### config.mk
export PLATFORM = sky130hd
export DESIGN_NAME = regfile_write_arbiter
export DESIGN_NICKNAME = d
export VERILOG_FILES = /design/src/rtl/regfile_arb_pkg.sv /design/src/rtl/regfile_write_arbiter_rr_arbiter.sv /design/src/rtl/regfile_write_arbiter.sv
export SDC_FILE = /design/constraint.sdc
export NUM_CORES = 1
export LEC_CHECK = 0
export ABC_AREA = 0
export CAP_MARGIN = 15
export CORE_MARGIN = 4
export CORE_UTILIZATION = 32
export DETAILED_ROUTE_END_ITERATION = 12
export PLACE_DENSITY_LB_ADDON = 0.08
export SYNTH_ARGS = -nofsm -noshare
export SYNTH_HDL_FRONTEND = slang
export SYNTH_SLANG_ARGS = --single-unit
### constraint.sdc
create_clock -name clock -period 3.27 [get_ports clock]
set_clock_uncertainty 0.05 [all_clocks]
set_input_delay 0.4905 -clock clock [delete_from_list [all_inputs] [get_ports clock]]
set_output_delay 0.4905 -clock clock [all_outputs]
set_load 0.005 [all_outputs]
### src/rtl/regfile_arb_pkg.sv
// Shared constants and types for the register-file write arbiter.
// Optional feature macro used by the top: REGFILE_WR_BYPASS_EN.
package regfile_arb_pkg;

  localparam int REG_ADDR_W = 5;
  localparam int REG_DATA_W = 32;

  localparam logic [REG_ADDR_W-1:0] ZERO_REG = 5'd0;

  typedef struct packed {
    logic [REG_ADDR_W-1:0] addr;
    logic [REG_DATA_W-1:0] data;
  } wr_req_t;

endpackage

### src/rtl/regfile_write_arbiter_rr_arbiter.sv
// Generic N-way round-robin arbiter; the search starts at the internal pointer
// and the pointer moves past the winner only when the caller signals a transfer.
module rr_arbiter #(
  parameter int N = 3
) (
  input  logic         clock,
  input  logic         reset,
  input  logic [N-1:0] req,
  input  logic         advance,
  output logic [N-1:0] grant,
  output logic         any_grant
);

  localparam int PTR_W = $clog2(N);

  logic [PTR_W-1:0] ptr_q;
  logic [PTR_W-1:0] ptr_d;
  logic [PTR_W-1:0] win_idx;

  // Scan from the farthest offset down so the nearest requester wins last.
  always_comb begin
    logic [PTR_W-1:0] idx;
    idx       = '0;
    win_idx   = ptr_q;
    any_grant = 1'b0;
    for (int k = N - 1; k >= 0; k--) begin
      idx = PTR_W'((int'(ptr_q) + k) % N);
      if (req[idx]) begin
        win_idx   = idx;
        any_grant = 1'b1;
      end
    end
    grant = '0;
    if (any_grant) grant[win_idx] = 1'b1;
  end

  always_comb begin
    ptr_d = ptr_q;
    if (advance) begin
      ptr_d = (win_idx == PTR_W'(N - 1)) ? '0 : win_idx + 1'b1;
    end
  end

  always_ff @(posedge clock) begin
    if (reset) ptr_q <= '0;
    else       ptr_q <= ptr_d;
  end

endmodule

### src/rtl/regfile_write_arbiter.sv
// Shares the register-file write port among NUM_REQ sources with a registered write stage.
// Define REGFILE_WR_BYPASS_EN to forward the in-flight write onto the read port.
module regfile_write_arbiter
  import regfile_arb_pkg::*;
#(
  parameter int NUM_REQ = 3,
  parameter int DATA_W  = REG_DATA_W,
  parameter int ADDR_W  = REG_ADDR_W
) (
  input  logic                      clock,
  input  logic                      reset,
  input  logic                      hold,
  input  logic [NUM_REQ-1:0]        req_valid,
  input  logic [NUM_REQ*ADDR_W-1:0] req_addr,
  input  logic [NUM_REQ*DATA_W-1:0] req_data,
  output logic [NUM_REQ-1:0]        req_ready,
  output logic                      ctrl_writeEnable,
  output logic [ADDR_W-1:0]         ctrl_writeReg,
  output logic [DATA_W-1:0]         data_writeReg,
  input  logic [ADDR_W-1:0]         rd_addr,
  input  logic [DATA_W-1:0]         rd_data_in,
  output logic [DATA_W-1:0]         rd_data_out
);

  logic [NUM_REQ-1:0] grant;
  logic               any_grant;
  logic               xfer;
  logic [ADDR_W-1:0]  sel_addr;
  logic [DATA_W-1:0]  sel_data;

  logic               we_q, we_d;
  logic [ADDR_W-1:0]  wreg_q, wreg_d;
  logic [DATA_W-1:0]  wdata_q, wdata_d;

  // Grant is one-hot, so gating it once covers both the handshake and the pointer.
  assign req_ready = grant & {NUM_REQ{~hold & ~reset}};
  assign xfer      = any_grant & ~hold & ~reset;

  rr_arbiter #(.N(NUM_REQ)) u_rr (
    .clock     (clock),
    .reset     (reset),
    .req       (req_valid),
    .advance   (xfer),
    .grant     (grant),
    .any_grant (any_grant)
  );

  always_comb begin
    sel_addr = '0;
    sel_data = '0;
    for (int i = 0; i < NUM_REQ; i++) begin
      if (req_ready[i]) begin
        sel_addr = sel_addr | req_addr[i*ADDR_W +: ADDR_W];
        sel_data = sel_data | req_data[i*DATA_W +: DATA_W];
      end
    end
  end

  always_comb begin
    we_d    = 1'b0;
    wreg_d  = wreg_q;
    wdata_d = wdata_q;
    if (xfer) begin
      we_d    = (sel_addr != ADDR_W'(ZERO_REG));
      wreg_d  = sel_addr;
      wdata_d = sel_data;
    end
  end

  always_ff @(posedge clock) begin
    if (reset) begin
      we_q    <= 1'b0;
      wreg_q  <= '0;
      wdata_q <= '0;
    end else begin
      we_q    <= we_d;
      wreg_q  <= wreg_d;
      wdata_q <= wdata_d;
    end
  end

  assign ctrl_writeEnable = we_q;
  assign ctrl_writeReg    = wreg_q;
  assign data_writeReg    = wdata_q;

`ifdef REGFILE_WR_BYPASS_EN
  // Covers the cycle where the file has not yet captured the strobed write.
  assign rd_data_out = (we_q && (wreg_q == rd_addr) && (rd_addr != ADDR_W'(ZERO_REG)))
                       ? wdata_q : rd_data_in;
`else
  logic unused_rd_addr;
  assign unused_rd_addr = ^rd_addr;
  assign rd_data_out    = rd_data_in;
`endif

endmodule

==> impl_metrics.json <==
{
  "status": "complete, no violations",
  "dp_hpwl_mm": 6.356,
  "finalSetupViolCount": 0,
  "synth_fp_nets": 463,
  "yosysSeqAreaShare": 0.3095,
  "drtIter0Drc": 47,
  "grt_pass1_wl_mm": 13.11,
  "synth_top_area_cell": "dfxtp_1",
  "grt_max_degree": 29,
  "end_kind": "primary output",
  "holdWs_ps": 398.1,
  "p_leak_uw": 0.001670,
  "cts-root-buf": "clkbuf_8",
  "yosysTopAreaCellShare": 0.3095,
  "cts_sinks": 40,
  "avgViaCountPerCell": 4.835,
  "start_util": 0.3314,
  "coreArea_um2": 7807,
  "synth_cell_types": 36,
  "path_class": "register to primary output",
  "antenna_found_initial": 0,
  "drv_slew": 0,
  "nNetsFinal": 599,
  "htree_num_levels": 2,
  "use_met2": 0.2791,
  "drt-pass1-iter-count": 4,
  "io_buffers": 157,
  "start_kind": "register",
  "synth-seq-cells": 40,
  "rsz0062_at_grt": "true",
  "routabilityCongestion": 0.7900,
  "power_density_nw_per_um2": 397.9,
  "ys_async_sr_fraction": 0,
  "die_w_um": 97.92,
  "synthFlopType": "dfxtp_1",
  "synth_edf_count": 0,
  "io_pins": 227,
  "synth.area.top_cells": "dfxtp_1, mux2i_1, buf_4, nand3b_1, nor2_1",
  "worst_hold_path_type": "register to register",
  "grt_pass1_vias": 2622,
  "avgSynthCellArea_um2": 8.456,
  "top_usage_layer": "met2",
  "max_freq_mhz": 315.9,
  "hold_buffers": 0,
  "overflow": 0,
  "syn_area_um2": 2587,
  "cts_buffer_depth": 2,
  "required_ps": 2730,
  "netlist_instances": 306,
  "period_share": 0.9680,
  "wl_per_cell_um": 15.30,
  "grt_usage": 0.1656,
  "insertion_delay_ps": 280,
  "fin_util": 0.5505,
  "ant_nets": 0,
  "area_growth_pct": 66.10,
  "cts_tree": "done",
  "finalHoldViolCount": 0,
  "cp.arrival_ps": 2620,
  "num_antenna_cells": 0,
  "rows": 32,
  "wl_mm": 8.337,
  "post-route-min-period_ps": 3165,
  "dieArea_um2": 9588,
  "ir_drop_v": 0.0001918,
  "cts-buffers-inserted": 5,
  "clkSlewWorstSetupHoldPaths_ps": 90,
  "drc": 0,
  "vias": 2635,
  "p_total_uw": 1710,
  "use_met1": 0.2038,
  "relSlewSlack": 0.3000,
  "yosysWarnings": 0,
  "fp.dieH_um": 97.92,
  "worst_slew_pin_slew_ps": 1048,
  "met3_usage": 0.05571,
  "crit_fanout": 8,
  "drive_gt1_frac": 0.1129,
  "maxCapViolations": 0
}
[power breakdown]
| part | internal [uW] | total [uW] | switching, uW |
|---|---|---|---|
| clock | 250 | 434 | 184 |
| combinational | 420 | 693 | 273 |
| sequential | 552 | 583 | 30.8 |
| total | 1220 | 1710 | 488 |
[worst paths after layout]
| kind | from | endpoint | slack, ps | cells after the start |
|---|---|---|---|---|
| max | u_rr.ptr_q[0] | req_ready[1] | 100 | 8 |
| min | ctrl_writeReg[1] | ctrl_writeReg[1] | 400 | 2 |
| max reg2reg | u_rr.ptr_q[0] | data_writeReg[4] | 270 | 9 |
| min reg2reg | ctrl_writeReg[1] | ctrl_writeReg[1] | 400 | 2 |
[cell usage in the layout (no fill, tap or decap), types with 4 or more instances in the layout]
master and count:
nor2_1 37, buf_4 27, a21oi_1 26, clkbuf_8 6
mux2i_1 40, a21o_1 5, clkdlybuf4s50_1 155, dfxtp_1 39
o21ai_1 24, a221o_1 10, nand3b_1 23, nor2b_1 4
nand2_1 9
[sequential cells by signal (all words and copies together), names as in the netlist]
name              cells
ctrl_writeEnable      1
ctrl_writeReg         5
u_rr.ptr_q            2
data_writeReg        32
[synthesized netlist by cell type (4+ instances only)]
library cell,instances
a21o_1,5
a21oi_1,26
a221o_1,10
buf_2,5
buf_4,32
clkbuf_1,12
dfxtp_1,40
mux2i_1,40
nand2_1,10
nand3b_1,23
nor2_1,38
nor2b_1,4
o21ai_1,24
[timing repair]
item,CTS,global route
endpoints found under the hold margin,0,0
gates cloned,0,0
resized for setup,4,5
buffers inserted,5,0
setup endpoints to repair,3,3
pin swaps,1,0
[per-stage QoR]
step | area (um^2) | setup WS, ps | setup TNS [ps] | std cells
after floorplan | 2587 | 333.6 | 0 | 306
after global placement | 4099 | 38.59 | 0 | 532
after detailed placement | 4099 | 54.55 | 0 | 532
after CTS | 4274 | 2.073 | 0 | 545
after global routing | 4298 | -53.49 | -53.49 | 545
final | 4298 | 104.6 | 0 | 545
[worst max-delay path, stage by stage (launching register included)]
cell and delay (ps):
dfxtp_1 330, inv_1 90, ha_4 320, mux2i_1 310, a221o_1 230, o221a_4 220, and3_4 180, nor2b_4 140
clkdlybuf4s50_1 520
[layer usage]
layer  part of all wire  vias up
met4              0.015        0
li1                   -     1316
met3              0.081       21
met5                  0        -
met1               0.43     1195
met2               0.47      103
[cell type report]
class	instances	area (um^2)
inverter	3	11.26
timing repair buffer	184	1779
tap	102	127.6
clock buffer	6	82.58
clock inverter	2	38.79
sequential	40	802.0
fill	728	3510
multi-input combinational	208	1456
[cell families after synthesis]
kind of cell	after synthesis	share of synthesized area
simple gates	86	0.1804
mux	40	0.1547
compound gates	79	0.1992
fa+ha+maj	3	0.01451
flops	40	0.3095
buf+inv	58	0.1417
Note: power is estimated with default switching activity, not from simulation.
